<file path="src/rtl/neogeo_video_pkg.sv">
// Shared Neo Geo video constants: default raster timing, timer width and
// the bit positions of the two LSPC interrupt sources in the ack vector.
package neogeo_video_pkg;

  localparam int H_TOTAL     = 384;
  localparam int V_TOTAL     = 264;
  localparam int HSYNC_W     = 32;
  localparam int H_ACT_START = 56;
  localparam int H_ACT_END   = 376;
  localparam int VSYNC_W     = 8;
  localparam int V_ACT_START = 16;
  localparam int V_ACT_END   = 240;

  localparam int CNT_W   = 9;
  localparam int TIMER_W = 32;

  localparam int IRQ_TIMER_BIT = 0;
  localparam int IRQ_VBL_BIT   = 1;

endpackage

</file>
<file path="src/rtl/lspc_pixel_timer.sv">
// Programmable pixel-rate countdown timer with a latched interrupt request.
// A reload value N expires every N+1 enabled pixels; a CPU write always
// takes priority over counting and suppresses the expiry in that cycle.
module lspc_pixel_timer
  import neogeo_video_pkg::*;
(
  input  logic               CLK_12M,
  input  logic               nRESETP,
  input  logic               i_pixEn,
  input  logic               i_timerWe,
  input  logic [TIMER_W-1:0] i_timerData,
  input  logic               i_timerEn,
  input  logic               i_irqAck,
  output logic               o_irqTimer
);

  logic [TIMER_W-1:0] r_reload;
  logic [TIMER_W-1:0] r_count;
  logic               r_irq;
  logic               w_expire;

  assign w_expire = i_pixEn && i_timerEn && !i_timerWe && (r_count == '0);

  // Reload register and countdown; zero reloads instead of underflowing.
  always_ff @(posedge CLK_12M or negedge nRESETP) begin
    if (!nRESETP) begin
      r_reload <= '0;
      r_count  <= '0;
    end else if (i_timerWe) begin
      r_reload <= i_timerData;
      r_count  <= i_timerData;
    end else if (i_pixEn && i_timerEn) begin
      if (w_expire) begin
        r_count <= r_reload;
      end else begin
        r_count <= r_count - {{(TIMER_W-1){1'b0}}, 1'b1};
      end
    end
  end

  // Interrupt latch: expiry sets it and beats a simultaneous acknowledge.
  always_ff @(posedge CLK_12M or negedge nRESETP) begin
    if (!nRESETP) begin
      r_irq <= 1'b0;
    end else if (w_expire) begin
      r_irq <= 1'b1;
    end else if (i_irqAck) begin
      r_irq <= 1'b0;
    end
  end

  assign o_irqTimer = r_irq;

endmodule

</file>
<file path="src/rtl/lspc_video_timing.sv">
// LSPC video timing: 6 MHz pixel enable, raster counters, registered
// sync/blank strobes, the VBL interrupt latch and the pixel timer.
// Strobes decode the next counter values so they line up with the counters.
module lspc_video_timing #(
  parameter int H_TOTAL     = neogeo_video_pkg::H_TOTAL,
  parameter int V_TOTAL     = neogeo_video_pkg::V_TOTAL,
  parameter int HSYNC_W     = neogeo_video_pkg::HSYNC_W,
  parameter int H_ACT_START = neogeo_video_pkg::H_ACT_START,
  parameter int H_ACT_END   = neogeo_video_pkg::H_ACT_END,
  parameter int VSYNC_W     = neogeo_video_pkg::VSYNC_W,
  parameter int V_ACT_START = neogeo_video_pkg::V_ACT_START,
  parameter int V_ACT_END   = neogeo_video_pkg::V_ACT_END
) (
  input  logic        CLK_12M,
  input  logic        nRESETP,
  input  logic        TIMER_WE,
  input  logic [31:0] TIMER_DATA,
  input  logic        TIMER_EN,
  input  logic [1:0]  IRQ_ACK,
  output logic        PIX_EN,
  output logic [8:0]  PIXELC,
  output logic [8:0]  RASTERC,
  output logic        nHSYNC,
  output logic        nVSYNC,
  output logic        nBNK,
  output logic        IRQ_VBL,
  output logic        IRQ_TIMER
);

  localparam logic [8:0] C_H_LAST   = 9'(H_TOTAL - 1);
  localparam logic [8:0] C_V_LAST   = 9'(V_TOTAL - 1);
  localparam logic [8:0] C_HSYNC    = 9'(HSYNC_W);
  localparam logic [8:0] C_VSYNC    = 9'(VSYNC_W);
  localparam logic [8:0] C_H_ACT_S  = 9'(H_ACT_START);
  localparam logic [8:0] C_H_ACT_E  = 9'(H_ACT_END);
  localparam logic [8:0] C_V_ACT_S  = 9'(V_ACT_START);
  localparam logic [8:0] C_V_ACT_E  = 9'(V_ACT_END);

  logic       r_phase;
  logic       r_pixEn;
  logic [8:0] r_pixelc;
  logic [8:0] r_rasterc;
  logic       r_nHsync;
  logic       r_nVsync;
  logic       r_nBnk;
  logic       r_irqVbl;
  logic [8:0] w_pixelNext;
  logic [8:0] w_rasterNext;
  logic       w_vblSet;

  // Half-rate phase; the pixel enable is high while the phase is 1.
  always_ff @(posedge CLK_12M or negedge nRESETP) begin
    if (!nRESETP) begin
      r_phase <= 1'b0;
      r_pixEn <= 1'b0;
    end else begin
      r_phase <= ~r_phase;
      r_pixEn <= ~r_phase;
    end
  end

  // Next raster position: advance one pixel per pixel enable, wrap line then frame.
  always_comb begin
    w_pixelNext  = r_pixelc;
    w_rasterNext = r_rasterc;
    if (r_pixEn) begin
      if (r_pixelc == C_H_LAST) begin
        w_pixelNext  = '0;
        w_rasterNext = (r_rasterc == C_V_LAST) ? 9'd0 : r_rasterc + 9'd1;
      end else begin
        w_pixelNext = r_pixelc + 9'd1;
      end
    end
  end

  assign w_vblSet = r_pixEn && (w_pixelNext == 9'd0) && (w_rasterNext == C_V_ACT_E);

  // Counters and strobes registered together from the same next position.
  always_ff @(posedge CLK_12M or negedge nRESETP) begin
    if (!nRESETP) begin
      r_pixelc  <= '0;
      r_rasterc <= '0;
      r_nHsync  <= 1'b0;
      r_nVsync  <= 1'b0;
      r_nBnk    <= 1'b0;
    end else begin
      r_pixelc  <= w_pixelNext;
      r_rasterc <= w_rasterNext;
      r_nHsync  <= !(w_pixelNext < C_HSYNC);
      r_nVsync  <= !(w_rasterNext < C_VSYNC);
      r_nBnk    <= (w_pixelNext >= C_H_ACT_S) && (w_pixelNext < C_H_ACT_E) &&
                   (w_rasterNext >= C_V_ACT_S) && (w_rasterNext < C_V_ACT_E);
    end
  end

  // VBL latch: set on entering the first blanked line, set beats acknowledge.
  always_ff @(posedge CLK_12M or negedge nRESETP) begin
    if (!nRESETP) begin
      r_irqVbl <= 1'b0;
    end else if (w_vblSet) begin
      r_irqVbl <= 1'b1;
    end else if (IRQ_ACK[neogeo_video_pkg::IRQ_VBL_BIT]) begin
      r_irqVbl <= 1'b0;
    end
  end

  lspc_pixel_timer u_timer (
    .CLK_12M     (CLK_12M),
    .nRESETP     (nRESETP),
    .i_pixEn     (r_pixEn),
    .i_timerWe   (TIMER_WE),
    .i_timerData (TIMER_DATA),
    .i_timerEn   (TIMER_EN),
    .i_irqAck    (IRQ_ACK[neogeo_video_pkg::IRQ_TIMER_BIT]),
    .o_irqTimer  (IRQ_TIMER)
  );

  assign PIX_EN  = r_pixEn;
  assign PIXELC  = r_pixelc;
  assign RASTERC = r_rasterc;
  assign nHSYNC  = r_nHsync;
  assign nVSYNC  = r_nVsync;
  assign nBNK    = r_nBnk;
  assign IRQ_VBL = r_irqVbl;

endmodule

</file>
<file path="config.mk">
export PLATFORM = sky130hd
export DESIGN_NAME = lspc_video_timing
export DESIGN_NICKNAME = d
export VERILOG_FILES = /design/src/rtl/neogeo_video_pkg.sv /design/src/rtl/lspc_pixel_timer.sv /design/src/rtl/lspc_video_timing.sv
export SDC_FILE = /design/constraint.sdc
export NUM_CORES = 1
export LEC_CHECK = 0
export BUFFER_PORTS_ARGS = -buffer_cell sky130_fd_sc_hd__buf_2
export CAP_MARGIN = 30
export CORE_MARGIN = 5
export CORE_UTILIZATION = 59
export CTS_CLUSTER_DIAMETER = 40
export CTS_CLUSTER_SIZE = 12
export DETAILED_ROUTE_END_ITERATION = 16
export MAX_ROUTING_LAYER = met4
export PLACE_DENSITY = 0.8
export RECOVER_POWER = 100
export SLEW_MARGIN = 10
export SYNTH_ARGS = -nofsm -noshare
export SYNTH_HDL_FRONTEND = slang
export SYNTH_HIERARCHICAL = 1
export SYNTH_SLANG_ARGS = --single-unit
export TNS_END_PERCENT = 30
</file>
<file path="constraint.sdc">
create_clock -name CLK_12M -period 5.2 [get_ports CLK_12M]
set_clock_uncertainty 0.05 [all_clocks]
set_input_delay 0.52 -clock CLK_12M [delete_from_list [all_inputs] [get_ports CLK_12M]]
set_output_delay 0.52 -clock CLK_12M [all_outputs]
set_load 0.02 [all_outputs]
</file>
======== Word level (Yosys, flattened, before mapping) ========
Cells that the tools add are included.
storage, ports and cells
  bits in registers ....................... 88
  bits of input ports ..................... 38
  output and inout bits ................... 24
  word-level logic and storage cells ...... 51
cells by class
  $add $sub $neg .......................... 3
  magnitude comparators ................... 6
  eq/ne operators ......................... 3
  multiplexer cells ....................... 12
  bitwise operators ....................... 1
  reductions and logical operators ........ 16
operators with widths
  operator                                                                             number
  32-bit two-way mux                                                                   3
  9-bit two-way mux                                                                    5
  32-bit zero test                                                                     1
  32-bit by 1-bit subtractor with 32-bit output, second input constant                 1
  9-bit by 1-bit adder with 9-bit output, second input constant                        2
  9-bit equality test, second input constant                                           2
  9-bit by 8-bit equality test with 1-bit output, second input constant                1
  9-bit by 5-bit greater-or-equal comparator with 1-bit output, second input constant  1
  9-bit by 6-bit greater-or-equal comparator with 1-bit output, second input constant  1
  9-bit zero test                                                                      1
  9-bit by 4-bit less-than comparator with 1-bit output, second input constant         1
  9-bit by 6-bit less-than comparator with 1-bit output, second input constant         1
  9-bit by 8-bit less-than comparator with 1-bit output, second input constant         1
  9-bit less-than comparator, second input constant                                    1
  1-bit logical AND                                                                    8
  2-bit nonzero test                                                                   3
  1-bit two-way mux                                                                    4
  1-bit zero test                                                                      3
  1-bit inverter                                                                       1

======== Logic depth before layout (Yosys ltp) ========
  word-level depth ........................ 7
  gate-level depth with buffers ........... 10
  mapped depth without buffers ............ 8

======== Modules after synthesis ========
Netlist, hierarchy kept.
by module, submodules not included
  module             times used  cells each  area an instance (µm²)
  lspc_pixel_timer   1           374         3524.6
  lspc_video_timing  1           132         1326.3

======== Worst setup path before layout ========
OpenSTA, ideal clock, no wires.
  kind .................................... register to register
  start ................................... reg u_timer.r_count[14]
  end ..................................... reg u_timer.r_count[0]
  setup time .............................. 0.137 ns
  arrival ................................. 2.546 ns
  required time ........................... 5.013 ns
  setup slack ............................. 2.468 ns
  cell stages (with the launch flop) ...... 10
  buffers on the path ..................... 4
  period minus slack after synthesis ...... 2.732 ns
  cells stage by stage .................... dfrtp_1 -> or4_1 -> buf_2 -> or4_4 -> buf_6 -> or3_1 -> buf_6 -> buf_6 -> o2111ai_2 -> o311ai_1
between the ends
  longest elaborated chain between the ends .. 5
RTL lines
  what                    line                    source
  from (decl)             lspc_pixel_timer.sv:18  logic [TIMER_W-1:0] r_count;
  from (signal assigned)  lspc_pixel_timer.sv:31  r_count <= i_timerData;
  from (signal assigned)  lspc_pixel_timer.sv:34  r_count <= r_reload;
  from (signal assigned)  lspc_pixel_timer.sv:36  r_count <= r_count - {{(TIMER_W-1){1'b0}}, 1'b1};
  32-bit zero test        lspc_pixel_timer.sv:22  assign w_expire = i_pixEn && i_timerEn && !i_timerWe && (r_count == '0);
  1-bit logical AND       lspc_pixel_timer.sv:22
  32-bit two-way mux      lspc_pixel_timer.sv:33  if (w_expire) begin
  32-bit two-way mux      lspc_pixel_timer.sv:32  end else if (i_pixEn && i_timerEn) begin
  32-bit two-way mux      lspc_pixel_timer.sv:29  end else if (i_timerWe) begin
No other way between the ends. The select of a mux whose other input is x is not followed.
A chain may end at the register's enable or synchronous reset.

======== Final worst setup path ========
  start ................................... reg r_pixelc[0], in the netlist PIXELC[0]
  end ..................................... reg r_nBnk, in the netlist nBNK
between the ends
  elaborated cells between the ends (all ways) .. 13
  classes of those cells .................. add/sub: 1; order compare: 4; eq/ne: 1; mux: 4; reduce/logical: 3
RTL lines
  what                                                          line                     source
  from (decl)                                                   lspc_video_timing.sv:41  logic [8:0] r_pixelc;
  from (signal assigned)                                        lspc_video_timing.sv:87  r_pixelc <= w_pixelNext;
  9-bit equality test (*)                                       lspc_video_timing.sv:67  if (r_pixelc == C_H_LAST) begin
  9-bit two-way mux (*)                                         lspc_video_timing.sv:67
  9-bit two-way mux (*)                                         lspc_video_timing.sv:66  if (r_pixEn) begin
  named net w_rasterNext[6]                                     lspc_video_timing.sv:48  logic [8:0] w_rasterNext;
  9-bit by 5-bit greater-or-equal comparator with 1-bit output  lspc_video_timing.sv:92  (w_rasterNext >= C_V_ACT_S) && (w_rasterNext < C_V_ACT_E);
  1-bit logical AND                                             lspc_video_timing.sv:91  r_nBnk <= (w_pixelNext >= C_H_ACT_S) && (w_pixelNext < C_H_ACT_E) &&
  1-bit logical AND (*)                                         lspc_video_timing.sv:92
  to (signal assigned)                                          lspc_video_timing.sv:91
  to (decl)                                                     lspc_video_timing.sv:45  logic r_nBnk;
The timed path passes the listed nets; every way through them passes the cells marked *.

==> results.ini <==
[logic_synthesis]
synth_xor_area_share_pct=4.69
yosys_warnings=6
muxShareOfSynthArea_pct=6.53
yosysMostFrequentCell=dfrtp_1
async_reset_ff_share_pct=100
yosysTopAreaCellShare_pct=45.4
ys_dominant_reg_cell=dfrtp_1
synthDistinctLibCells=76
synth_nets=547
synth_compound_area_share_pct=17.9
synthAdderAreaFrac_pct=0.774
synth_enable_flop_cells=0
synth_largest_area_cell=dfrtp_1
synth_top_family_by_area=simple AND/OR/NAND/NOR gates
avgSynthCellArea_um2=9.59
synth_simple_gate_area_share_pct=19.8
syn_area_mm2=0.00485
yosysSeqAreaShare_pct=45.4
synthesis.instances=506
synth_common_cells=dfrtp_1 (88), o21ai_0 (54), nand2_1 (39), nor2_1 (35), a21oi_1 (28)
synth.area.top_cells=dfrtp_1 (45%), o21ai_0 (5.6%), mux2_2 (4.9%)
ys_ff_latch=88

[min_path]
worstHoldStart=IRQ_ACK[1]
min_to=IRQ_VBL
hold_depth=2
hold_class=input port to flop

[detailed_routing]
first_pass_iters=5
wl_met2_mm=6.02
drc=0
wl_met3_um=754
top_layer=met4
drtAntennaViolNets=0
dr.first_iter.drc_count=320
drt_wl_total_mm=12.3
route.vias.total=4175
viasPerCell=6.26
m1WireLength_mm=5.11
wire_per_inst_um=18.4

[clock_tree]
clock_latency_ns=0.35
postCtsSetupBuffers=0
path_clk_slew_ns=0.09
cts_root_buf=clkbuf_8
clk_path_buf_depth=2
cts_sinks=88
htree_levels=3
cts-buffers-inserted=9
cts_resized=0
hold_buffers=0
cts_tree=done

[timing]
rsz0062_at_grt=false
period_minus_slack_ns=3.78
setup_viol_count_final=0
timing.final.crit_share_pct=72.7
maxSlewHeadroom_pct=-21.7
finalSetupTns_ns=0
finalMaxSlewViolations=45
tightest_slew_ns=1.81
finalHoldViolCount=0
max_freq_ghz=0.265
timing.hold.ws_ns=0.289

[final_layout]
final_cells=667
final_layout_size_suffix_gt1_share_pct=15.5
nNetsFinal=598
multi_input_area_mm2=0.00234
fin_util_pct=65.1
area_delta_synth_final_pct=8.64
antenna_cells=0
ff_latch_area_mm2=0.00220
fillers=700

[run_status]
outcome=finished with violations
violations=max-capacitance violations, max-slew violations

[flow_run]
drv_cap=2

[floorplanning]
core_mm2=0.00809
dieArea_mm2=0.0101
dieWidth_um=101
start_util_pct=59.9
die_h_um=101
core.rowCount=33
ios=62

[worst_setup_path]
r2r-start=PIXELC[0]
critPathLaunchType=flop
rr_endpoint=nBNK
required_ns=5.38
reg2reg_slack_ns=1.42
cp_max_fo=12
rr_worst_depth=7
critical_path_class=flop to flop
endpoint_kind=flop
critPathArrivalTime_ns=3.96

[pwr]
p_seq_share_pct=54.7
p_int_uw=1040
pwr-share-comb_pct=11.8
power.density_mw_per_mm2=272
leakage_uw=0.00222
p_sw_uw=390
p_sw_share_pct=27.2
clock_power_share_pct=33.5
ir_drop_mv=0.127
power_uw=1440

[grt]
track_usage_pct=26.1
grt_max_degree=84
grt_pass1_wl_mm=20.4
grt.overflow.total=0
first_global_vias=4234
antenna_found_initial=0

[place]
dp.final_hpwl_mm=8.55
gp_congestion=0.905
dp.cells=650
port_buffers=61

==> cells in the final DEF (no fill, tap or decap), types with 3 or more instances in the layout <==
master    synthesis  final
a32oi_1           3      3
dfrtp_1          88     88
mux2i_1           8      8
o21ai_0          54     57
o211ai_1          3      3
nand2_1          39     39
a21oi_1          28     28
buf_2             4     35
nor4_1           13     16
mux2_2           21     21
nand3_1          16     17
nand2b_1          7      7
or4_1             4      4
o31ai_1           4      4
xnor2_1          12     12
clkbuf_1         13     30
a31oi_1           4      4
nand4_1           8      8
clkbuf_8          0     10
nor2_1           35     35
o21a_1            3      3
xor2_1           14     14
nor3_1           15     17
or3_1             4      4
ha_1              3      3
and2_1            3      3
a22oi_1           8      8
inv_1            24     24
a221o_1           3      3
==> registers in the layout (all words and copies together) (netlist names) <==
signal	cells
nVSYNC	1
u_timer/r_reload	32
u_timer/o_irqTimer	1
RASTERC	9
nHSYNC	1
IRQ_VBL	1
PIXELC	9
u_timer/r_count	32
PIX_EN	1
nBNK	1
==> per-stage QoR <==
step | worst slack (ns) | cell area [um2]
floorplan | 2.47 | 4850
global placement | 2.08 | 5180
detailed placement | 1.99 | 5180
CTS | 1.99 | 5380
global route | 1.01 | 5270
finish | 1.42 | 5270
==> cells by family after synthesis <==
logic type               Yosys count
buffers and inverters             51
multiplexers                      29
AND/OR/NAND/NOR                  172
adder cells (fa/ha/maj)            3
flip-flops                        88
XOR/XNOR                          26
AO/OA/AOI/OAI                    137
==> worst max-delay path, cell delays in order (launching register included) <==
cell and delay, ns:
dfrtp_1 0.45, ha_1 0.27, nand3_1 0.31, nor4_1 1.51, o21ai_0 0.25, o21a_1 0.24
and4_1 0.22, a2111oi_0 0.37
==> how the worst max path moves through the flow <==
stage	start	cells past startpoint	slack [ns]	to
after global placement	u_timer/r_count[14]	6	2.08	u_timer/r_count[5]
after CTS	u_timer/r_count[14]	6	1.99	u_timer/r_count[31]
after floorplan	u_timer/r_count[14]	9	2.47	u_timer/r_count[0]
final	PIXELC[0]	7	1.42	nBNK
after detailed placement	u_timer/r_count[14]	6	1.99	u_timer/r_count[31]
after global routing	PIXELC[0]	7	1.01	nBNK
==> final cells by class <==
cell class	instances	area share [%]
Clock buffer	12	2.75
Clock inverter	4	1.02
Inverter	25	1.78
Multi-Input combinational cell	367	44.5
Sequential cell	88	41.8
Tap cell	105	2.49
Timing Repair Buffer	66	5.70
==> per-layer routing <==
metal	GRT usage, %	vias up
met1	33.0	2020
met4	11.6	0
met5	-	-
met3	3.53	33
met2	41.8	178
li1	-	1944
==> power by group through the flow <==
stage / sequential (uW) / combinational (uW) / clock (uW)
floorplan: 781 / 114 / 0
global placement: 793 / 163 / 0
detailed placement: 796 / 170 / 0
CTS: 783 / 172 / 487
global route: 791 / 192 / 517
finish: 785 / 170 / 480
Power figures use the tool's default switching activity.
